### config.mk
export PLATFORM = sky130hd
export DESIGN_NAME = btn_press_classifier
export DESIGN_NICKNAME = d
export VERILOG_FILES = /design/src/rtl/btn_pkg.sv /design/src/rtl/btn_rise_det.sv /design/src/rtl/btn_press_classifier.sv
export SDC_FILE = /design/constraint.sdc
export NUM_CORES = 1
export LEC_CHECK = 0
export ABC_AREA = 1
export CAP_MARGIN = 30
export CORE_MARGIN = 10
export CORE_UTILIZATION = 25
export DETAILED_ROUTE_END_ITERATION = 10
export GPL_TIMING_DRIVEN = 0
export PLACE_DENSITY_LB_ADDON = 0.25
export SETUP_SLACK_MARGIN = 0.15
export SYNTH_ARGS = -nofsm -noshare
export SYNTH_HDL_FRONTEND = slang
export SYNTH_SLANG_ARGS = --single-unit
### constraint.sdc
create_clock -name cclk -period 2.02 [get_ports cclk]
set_input_delay 0.303 -clock cclk [delete_from_list [all_inputs] [get_ports cclk]]
set_output_delay 0.303 -clock cclk [all_outputs]
set_load 0.005 [all_outputs]
### src/rtl/btn_pkg.sv
// -----------------------------------------------------------------------------
// btn_pkg
//   Shared definitions for the button press classifier.
//   - btn_state_t : classifier FSM encoding (IDLE=0, PRESS=1, LONG=2).
//                   Code 2'd3 is unused; the FSM recovers from it to IDLE.
//   - Default timing constants used by the top level.
//   - Helper that says whether a state counts as "button held".
// -----------------------------------------------------------------------------
package btn_pkg;

  typedef enum logic [1:0] {
    ST_IDLE  = 2'd0,
    ST_PRESS = 2'd1,
    ST_LONG  = 2'd2
  } btn_state_t;

  // Default timing, in debounce-clock cycles.
  localparam int LONG_CYC_DEF   = 64;
  localparam int REPEAT_CYC_DEF = 16;

  // Width of the hold/repeat counters. Must hold max(LONG_CYC, REPEAT_CYC) - 1.
  localparam int CNT_W_DEF      = 8;

  // Width of the wrapping press counter.
  localparam int PRESS_CNT_W    = 8;

  // True for the states in which the button is considered held down.
  function automatic logic is_held_state(input btn_state_t s);
    return (s == ST_PRESS) || (s == ST_LONG);
  endfunction

endpackage

### src/rtl/btn_rise_det.sv
// -----------------------------------------------------------------------------
// btn_rise_det
//   Rising-edge detector for an already-debounced, clock-synchronous level.
//   The previous-level flop resets to 1, so an input that is already high
//   when reset is released does not produce a rise; it must go low and high
//   again first.
//
//   Ports
//     clk     in   clock, rising edge
//     rst_n   in   asynchronous active-low reset
//     i_lvl   in   debounced level
//     o_rise  out  combinational: i_lvl high now, low on the previous edge
// -----------------------------------------------------------------------------
module btn_rise_det (
  input  logic clk,
  input  logic rst_n,
  input  logic i_lvl,
  output logic o_rise
);

  logic r_lvl_q;

  always_ff @(posedge clk or negedge rst_n) begin
    if (!rst_n) begin
      r_lvl_q <= 1'b1;
    end else begin
      r_lvl_q <= i_lvl;
    end
  end

  assign o_rise = i_lvl & ~r_lvl_q;

endmodule

### src/rtl/btn_press_classifier.sv
// -----------------------------------------------------------------------------
// btn_press_classifier
//   Turns a debounced button level into single-cycle events:
//     short_pulse  - released before the long threshold
//     long_pulse   - still held LONG_CYC cycles after the press edge
//     repeat_pulse - every REPEAT_CYC cycles while long-held (REPEAT_EN=1)
//   plus a held flag and a wrapping count of short+long events.
//   All outputs are registered.
//
//   Valid/ready: there is no handshake. btn_lvl is sampled on every rising
//   cclk edge and each event pulse is valid for exactly one cycle; the
//   consumer must sample on every cycle (no backpressure).
//
//   Parameters
//     LONG_CYC   cycles held after the press edge for a long press (>= 2)
//     REPEAT_CYC cycles between repeat pulses once long-held        (>= 2)
//     REPEAT_EN  1 = generate repeat pulses, 0 = never
//     CNT_W      counter width, 2^CNT_W > max(LONG_CYC, REPEAT_CYC)
//
//   Ports
//     cclk          in   debounce-domain clock, rising edge
//     clr_n         in   asynchronous active-low reset
//     btn_lvl       in   debounced button level, synchronous to cclk
//     short_pulse   out  one-cycle short press event
//     long_pulse    out  one-cycle long press event
//     repeat_pulse  out  one-cycle auto-repeat event
//     held          out  high while the FSM is in PRESS or LONG
//     press_count   out  8-bit wrapping count of short + long events
//     dbg_state     out  current FSM state encoding (debug visibility)
// -----------------------------------------------------------------------------
module btn_press_classifier
  import btn_pkg::*;
#(
  parameter int LONG_CYC   = LONG_CYC_DEF,
  parameter int REPEAT_CYC = REPEAT_CYC_DEF,
  parameter bit REPEAT_EN  = 1'b1,
  parameter int CNT_W      = CNT_W_DEF
) (
  input  logic                   cclk,
  input  logic                   clr_n,
  input  logic                   btn_lvl,
  output logic                   short_pulse,
  output logic                   long_pulse,
  output logic                   repeat_pulse,
  output logic                   held,
  output logic [PRESS_CNT_W-1:0] press_count,
  output logic [1:0]             dbg_state
);

  // Terminal counter values. The hold counter starts at 0 on the press edge,
  // so reaching LONG_CYC-1 means the next high sample is edge k+LONG_CYC.
  localparam logic [CNT_W-1:0] HOLD_LAST = CNT_W'(LONG_CYC - 1);
  localparam logic [CNT_W-1:0] RPT_LAST  = CNT_W'(REPEAT_CYC - 1);
  localparam logic [CNT_W-1:0] CNT_ONE   = CNT_W'(1);
  localparam logic [PRESS_CNT_W-1:0] PRESS_ONE = PRESS_CNT_W'(1);

  btn_state_t             r_state;
  logic [CNT_W-1:0]       r_hold_cnt;
  logic [CNT_W-1:0]       r_rpt_cnt;
  logic [PRESS_CNT_W-1:0] r_press_count;
  logic                   r_short;
  logic                   r_long;
  logic                   r_rpt;
  logic                   r_held;
  logic                   w_rise;

  btn_rise_det u_rise_det (
    .clk    (cclk),
    .rst_n  (clr_n),
    .i_lvl  (btn_lvl),
    .o_rise (w_rise)
  );

  always_ff @(posedge cclk or negedge clr_n) begin
    if (!clr_n) begin
      r_state       <= ST_IDLE;
      r_hold_cnt    <= '0;
      r_rpt_cnt     <= '0;
      r_press_count <= '0;
      r_short       <= 1'b0;
      r_long        <= 1'b0;
      r_rpt         <= 1'b0;
      r_held        <= 1'b0;
    end else begin
      // Event outputs are single-cycle: cleared unless set below.
      r_short <= 1'b0;
      r_long  <= 1'b0;
      r_rpt   <= 1'b0;

      case (r_state)
        ST_IDLE: begin
          if (w_rise) begin
            r_state    <= ST_PRESS;
            r_hold_cnt <= '0;
            r_held     <= 1'b1;
          end else begin
            r_held     <= 1'b0;
          end
        end

        ST_PRESS: begin
          // Release is tested before the threshold so that a release on the
          // threshold edge is still classified as a short press.
          if (!btn_lvl) begin
            r_state       <= ST_IDLE;
            r_short       <= 1'b1;
            r_press_count <= r_press_count + PRESS_ONE;
            r_held        <= 1'b0;
          end else if (r_hold_cnt == HOLD_LAST) begin
            r_state       <= ST_LONG;
            r_long        <= 1'b1;
            r_press_count <= r_press_count + PRESS_ONE;
            r_rpt_cnt     <= '0;
            r_held        <= 1'b1;
          end else begin
            r_hold_cnt    <= r_hold_cnt + CNT_ONE;
            r_held        <= 1'b1;
          end
        end

        ST_LONG: begin
          if (!btn_lvl) begin
            r_state <= ST_IDLE;
            r_held  <= 1'b0;
          end else begin
            r_held <= 1'b1;
            if (REPEAT_EN && (r_rpt_cnt == RPT_LAST)) begin
              r_rpt     <= 1'b1;
              r_rpt_cnt <= '0;
            end else if (REPEAT_EN) begin
              r_rpt_cnt <= r_rpt_cnt + CNT_ONE;
            end
            // With repeat disabled the counter simply stays at 0.
          end
        end

        default: begin
          // Unused encoding: fall back to a clean idle.
          r_state    <= ST_IDLE;
          r_hold_cnt <= '0;
          r_rpt_cnt  <= '0;
          r_held     <= 1'b0;
        end
      endcase
    end
  end

  assign short_pulse  = r_short;
  assign long_pulse   = r_long;
  assign repeat_pulse = r_rpt;
  assign held         = r_held;
  assign press_count  = r_press_count;
  assign dbg_state    = r_state;

endmodule

After elaboration in Yosys (flattened, before gate mapping)
Cells that the tools add are included.
- ROM bits: 0
- bits in writable memories: 0
- memories: 0
- latch bits: 0
- register bits: 31
- input port bits: 3
- $add $sub $neg: 3
- shift-type cells: 0
- reductions and logical operators: 6
- $mul: 0
- equality and inequality tests: 12
- magnitude comparators: 0
- div/mod/pow operators: 0
- muxes and demuxes: 27
- bitwise logic cells: 4
- operators with widths (cell ; count):
    $mux W8 ; 9
    $pmux W8 S3 ; 2
    $add A8 B1 Y8 const B ; 3
    $mux W1 ; 10
    $ne A2 B2 Y1 const B ; 5
    $eq A8 B4 Y1 const B ; 1
    $eq A8 B6 Y1 const B ; 1
    $mux W2 ; 4
    $reduce_and A4 Y1 ; 2
    $pmux W2 S3 ; 1
    $ne A2 B1 Y1 const B ; 2
    $ne A3 B3 Y1 const B ; 1
    $not A1 Y1 ; 3
    $reduce_and A3 Y1 ; 1
    $eq A2 B1 Y1 const B ; 1
    $eq A2 B2 Y1 const B ; 1
    $logic_not A2 Y1 ; 1
    $pmux W1 S2 ; 1
    $reduce_and A2 Y1 ; 1
    $reduce_or A2 Y1 ; 1
    $and A1 B1 Y1 ; 1

Longest topological paths before layout
Gate-level depths: netlist (run 1).
- word-level depth: 4
- gate-level depth with buffers: 9

Modules after synthesis
From an unflattened synthesis (run 1), not the netlist that was laid out.
- cell total of the unflattened synthesis: 230
- area total of the unflattened synthesis: 1789.2 sq um
- modules (own cells, without submodules) (module ; instances ; sequential area each (sq um) ; cells each ; area each (sq um)):
    btn_press_classifier ; 1 ; 750.7 ; 227 ; 1752.9
    btn_rise_det ; 1 ; 26.3 ; 3 ; 36.3

Worst setup path after synthesis (run 1)
OpenSTA, ideal clock, no wires.
- path kind: reg2reg
- from: register r_state[0] (netlist: dbg_state[0])
- to: register r_hold_cnt[0]
- setup time: 121 ps
- required time: 1899 ps
- stages on the path, launching flop included: 9
- slack: 524 ps
- arrival time: 1375 ps
- path buffers: 2
- cells stage by stage: dfrtp_1 inv_1 ha_1 clkbuf_1 nor2_1 nand3_2 buf_6 nand2_1 o21ai_1
- cells in the longest elaborated chain, start to end: 3
- elaborated cells between the ends (all ways): 9
- classes of those cells: 5 x eq/ne; 1 x mux; 1 x bitwise; 2 x reduce/logical
- ends and longest elaborated chain (what ; line ; RTL):
    start: declaration ; btn_press_classifier.sv:57 ; btn_state_t r_state;
    start signal: assignment ; btn_press_classifier.sv:76 ; r_state <= ST_IDLE;
    start signal: assignment ; btn_press_classifier.sv:93 ; r_state <= ST_PRESS;
    start signal: assignment ; btn_press_classifier.sv:105 ; r_state <= ST_IDLE;
    $eq A2 B1 Y1, or another cell as far along ; btn_press_classifier.sv:90 ; case (r_state)
    $ne A2 B2 Y1 (no line), or another cell as far along ; -- ;
    $reduce_and A4 Y1 (no line) ; -- ;
    end signal: assignment ; btn_press_classifier.sv:116 ; r_hold_cnt <= r_hold_cnt + CNT_ONE;
    end: declaration ; btn_press_classifier.sv:58 ; logic [CNT_W-1:0] r_hold_cnt;
Parallel ways exist; a longest one is shown, timed or not.
A chain may end at the register's enable or synchronous reset.

Worst setup path in the final report (run 1)
Ends and elaborated chain as after synthesis.

==> results of run 1 <==
-- per-stage QoR --
step                 util  setup WS (ns)  hold slack [ns]  power [mW]
floorplan               -          0.524          0.00741        1.37
global placement    0.297        -0.0641            0.465        1.70
detailed placement  0.297          0.173            0.419        1.70
CTS                 0.310          0.239           0.0949        2.25
global route        0.310          0.209            0.112        2.39
finish              0.310          0.346           0.0610        2.20
-- final cells by class --
type	count	area (sq um)
fillers	728	4690
multi-input cells	170	848
flip-flops and latches	31	778
repair buffers	16	155
well taps	96	120
clock buffers	7	86.3
inverters	22	82.6
plain buffers	4	32.5
clock inverters	1	5.00
-- how the worst max path moves through the flow --
stage,to,start,cells past startpoint
after floorplan,r_hold_cnt[0],dbg_state[0],8
after global placement,r_rpt_cnt[4],clr_n,1
after detailed placement,r_hold_cnt[0],btn_lvl,7
after CTS,r_hold_cnt[0],dbg_state[0],8
after global routing,r_hold_cnt[6],dbg_state[0],8
final,r_hold_cnt[0],dbg_state[0],8
-- flip-flops by register name, summed over array words and instances, names as in the netlist --
register,count
dbg_state,2
held,1
long_pulse,1
press_count,8
r_hold_cnt,8
r_rpt_cnt,8
repeat_pulse,1
short_pulse,1
u_rise_det.r_lvl_q,1
-- per-layer routing --
layer,GRT usage,vias to the layer above
li1,-,759
met5,0,-
met4,0.0417,0
met1,0.0944,625
met3,0.0246,8
met2,0.123,23
-- power groups by stage --
stage               Clock [mW]  Sequential (mW)  Combinational (mW)
floorplan                    0            0.843               0.527
global placement             0            0.860               0.838
detailed placement           0            0.859               0.842
CTS                      0.554            0.847               0.846
global route             0.573            0.869               0.945
finish                   0.519            0.850               0.829
-- cell usage in the layout (no fill, tap or decap), types with 2 or more instances in the layout --
cell type	n
nand2_1	81
dfrtp_1	29
inv_1	21
nor2_1	18
nand3_1	16
clkdlybuf4s50_1	15
o21ai_1	10
o21ai_0	10
ha_1	7
clkbuf_8	6
xor2_1	5
a21oi_1	4
nand2_2	4
xnor2_1	3
nor3_1	2
buf_2	2
nand3_2	2
buf_6	2
or2_2	2
o21ai_2	2
-- critical path, stage by stage (launching register included) --
cell and delay, ns:
dfrtp_2 0.41, inv_1 0.07, ha_1 0.19, clkbuf_2 0.20, nor2_1 0.18, nand3_2 0.21
buf_6 0.21, nand2_1 0.05, o21ai_1 0.05
-- cell families after synthesis --
| logic type | count (synthesis) |
|---|---|
| adders and majority gates | 7 |
| xor gates and xnor gates | 8 |
| AOI/OAI and AO/OA | 27 |
| buffers and inverters | 26 |
| and+or+nand+nor | 128 |
| DFF | 31 |
==> impl_metrics.toml, run 1 <==
[place]
dp_hpwl_um = 2610
dp.cells = 339
post_dp_cell_area_sq_um = 2010
place_congestion = 0.778
port_buffers = 16

[sta]
maxSlewViolCount = 0
setup_viol = 0
rsz0062_at_grt = "false"
final_hold_viol_count = 0
fin_setup_tns_ns = 0
max_freq_mhz = 597
maxSlewHeadroom = 0.523
min_period_ns = 1.67
worst_pin_slew_ns = 0.716
fin_crit_sh = 0.829
clock_skew_ns = 0.00870

[critical_path]
path_max_fanout = 10
critPathCaptureType = "flop"
required_ns = 2.20
worstSetupStartpointType = "flop"
r2r_cells = 8
rrSetupSlack_ns = 0.35
r2r_end = "r_hold_cnt[0]"
worst-setup-path-type = "flop to flop"
r2r-start = "dbg_state[0]"
cp.arrival_ns = 1.85

[cts]
cts.sink_count = 31
cts_resized = 0
path_clk_slew_ns = 0.07
htree_levels = 2
clk_latency_ns = 0.29
holdBufCountCts = 0
cts_tree = "built"
cts_inserted_buffers = 5
cts_max_path_buffers = 2
cts_root_buf = "clkbuf_8"
cts_setup_buffers = 0

[logic_synthesis]
syn-num-nets = 237
synth_simple_gate_area_frac = 0.313
synth_top_family_by_area = "simple AND/OR/NAND/NOR gates"
ys_ff_latch = 31
synth_top_area_cell = "dfrtp_1"
synthTopCellsByArea = "dfrtp_1 (43%), nand2_1 (17%), ha_1 (5.0%)"
synth.most_common_cell = "nand2_1"
yosysSeqAreaShare = 0.447
syn_inst = 227
synth_compound_area_frac = 0.0842
synth.area.mux_share = 0
synth.avg_cell_area_sq_um = 7.66
ys_warn_count = 0
synth-xor-area-share = 0.0403
synthTopCellsByCount = "nand2_1 (81), dfrtp_1 (30), inv_1 (21), nor2_1 (18), nand3_1 (16)"
synthFlopType = "dfrtp_1"
synthDominantCellAreaShare = 0.432
netlist_area_sq_um = 1740
synthAdderAreaFrac = 0.0504
synth-edff-count = 0
ys_types = 25
synthArstFlopShare = 1.00

[global_routing]
overflow = 0
grt_pass1_vias = 1395
grt_antenna_before_repair = 0
grt_max_degree = 32
track_usage = 0.0785
grt_pass1_wl_um = 6470

[run]
maxCapViolations = 0

[drt]
vias_per_cell = 4.08
wirelength_um = 3690
drt-pass1-iter-count = 4
vias = 1415
wl_met3_um = 172
drt_iter0_markers = 36
top_layer_used = "met4"
wl_per_cell_um = 10.6
wl_met2_um = 1670
drc = 0
drtAntennaViolNets = 0
met1_length_um = 1770

[final_layout]
area_growth_pct = 21.2
nets = 260
layout-drive-gt1-share = 0.112
antennaDiodeCount = 0
design_area_sq_um = 2110
instances_no_fill = 347

[outcome]
run_status = "finished clean"

[hold_path]
hp-class = "input port to async pin"

[power_and_ir_drop]
switchingPower_mw = 0.840
clkPwrFrac = 0.236
ir_drop_v = 0.000549
comb_power_share = 0.377
power_leakage_nw = 0.983
power-per-cell-area_nw_per_um2 = 1040
p_seq_frac = 0.387
p_int_mw = 1.36
p_sw_frac = 0.383

[die]
ioPinCount = 17
start_util = 0.256
coreArea_sq_um = 6790
placementRows = 30
die_area_sq_um = 10700
fp.dieH_um = 103
dieWidth_um = 103
Note: power is estimated with default switching activity, not from simulation.
==> run 2, diff against run 1 <==
clock period = 1.6 ns   (was 2.02 ns; I/O delays follow)
==> impl_metrics.toml, run 2 (synthesis gave the netlist of run 1 again) <==
[die]
fp.dieH_um = 103
start_util = 0.256
coreArea_sq_um = 6790
ioPinCount = 17
placementRows = 30
die_area_sq_um = 10700
dieWidth_um = 103

[hold_path]
hp-class = "input port to async pin"

[power_and_ir_drop]
finalPower_mw = 3.60
ir_drop_v = 0.000802
power_leakage_nw = 1.17
power-per-cell-area_nw_per_um2 = 1480

[global_routing]
track_usage = 0.0798
grt_use_met3 = 0.0279
grt_pass1_wl_um = 6830
grt_pass1_vias = 1502
met2_usage = 0.127
grt_max_degree = 32
grt_use_met1 = 0.102
overflow = 0
grt_antenna_before_repair = 0
busiest_layer = "met2"

[final_layout]
area_growth_pct = 40.4
instances_no_fill = 370
mostFrequentLayoutCell = "nand2_1"
antennaDiodeCount = 0
mostFrequentLayoutCells = "nand2_1 (76), dfrtp_1 (29), buf_4 (20)"
nets = 283
num-fill-cells = 701
final_util = 0.359
design_area_sq_um = 2440
layout-drive-gt1-share = 0.252

[place]
place_congestion = 0.804
port_buffers = 16
dp_slack_ns = -0.161
dp.cells = 339
dp_hpwl_um = 2630
post_dp_cell_area_sq_um = 2020

[drt]
drt_iter0_markers = 78
vias_per_cell = 4.11
wl_per_cell_um = 10.9
drc = 0
vias = 1522
wirelength_um = 4020
drtAntennaViolNets = 0
drt-pass1-iter-count = 4

[critical_path]
critPathCaptureType = "flop"
r2r-start = "dbg_state[0]"
required_ns = 1.77
worst-setup-path-type = "flop to flop"
critPathLaunch = "dbg_state[0]"
cp.arrival_ns = 1.59
path_max_fanout = 5
worstSetupStartpointType = "flop"

[sta]
final_hold_viol_count = 0
worst_pin_slew_ns = 0.733
min_period_ns = 1.42
whs_ns = 0.00561
rsz0062_at_grt = "true"
setup_viol = 0
fin_ws_ns = 0.182
maxSlewViolCount = 0
max_freq_mhz = 705
maxSlewHeadroom = 0.511
fin_crit_sh = 0.886
fin_setup_tns_ns = 0
clock_skew_ns = 0.00809

[cts]
holdBufCountCts = 0
cts_root_buf = "clkbuf_8"
path_clk_slew_ns = 0.07
cts.sink_count = 31
cts_tree = "built"
cts_max_path_buffers = 2
clk_latency_ns = 0.29
cts_inserted_buffers = 5
htree_levels = 2

[run]
maxCapViolations = 0

[outcome]
run_status = "finished clean"
[run 2: cell types whose count changed in the layout (fill, tap and decap cells not counted), sizes merged]
cell | before | now
buf | 4 | 28
bufinv | 0 | 1
clkbuf | 8 | 6
clkdlybuf4s50 | 15 | 11
dlygate4sd2 | 0 | 3
dlymetal6s2s | 0 | 1
[run 2: cell type report]
cell class              count  area (sq um)  share of cell area
inverters                  22          85.1              0.0348
clock inverters             2          35.0              0.0143
repair buffers             39           338               0.138
flip-flops and latches     31           778               0.319
multi-input cells         170           951               0.389
clock buffers               6          82.6              0.0338
well taps                  96           120              0.0492
plain buffers               4          52.6              0.0215
[run 2: final timing paths]
check	slack, ns	end	cells past startpoint
setup / recovery	0.18	r_rpt_cnt[2]	9
hold / removal	0.006	r_hold_cnt[7]	1
setup reg to reg	0.18	r_rpt_cnt[2]	9
hold reg to reg	0.49	r_hold_cnt[7]	2
max in group asynchronous	1.08	dbg_state[1]	1
min in group cclk	0.34	u_rise_det.r_lvl_q	1
[run 2: critical path, cell delays in order, from the launching register on]
cell,delay [ns]
dfrtp_1,0.40
buf_6,0.14
ha_4,0.17
nand2_2,0.07
nand2_2,0.06
a21oi_4,0.13
nand2_4,0.09
buf_6,0.13
nand2_1,0.06
o21ai_2,0.05
[run 2: where the power goes]
group          switching [mW]  internal (mW)  leakage (nW)  total [mW]
Sequential             0.0955          0.920         0.416        1.02
Combinational           0.864          0.903         0.688        1.77
Clock                   0.318          0.504        0.0612       0.822
[run 2: routing by layer]
metal | share of wire | up-vias | routed length, um
li1 | - | 809 | -
met1 | 0.49 | 694 | 1990
met2 | 0.46 | 14 | 1850
met3 | 0.040 | 5 | 161
met4 | 0.0060 | 0 | 24
met5 | 0 | - | 0
[run 2: timing repair]
item	in CTS	in global routing
endpoints found under the setup margin	34	25
cloned	2	0
pin swaps	4	4
setup buffers	16	5
resized for setup	20	26
hold endpoints to repair	0	0
==> run 3, diff against run 2 <==
CTS_CLUSTER_SIZE = 20   (was not set)
GPL_ROUTABILITY_DRIVEN = 0   (was not set)
==> results of run 3 <==
Same layout as run 2: the final DEF is identical, and so are final timing and power.
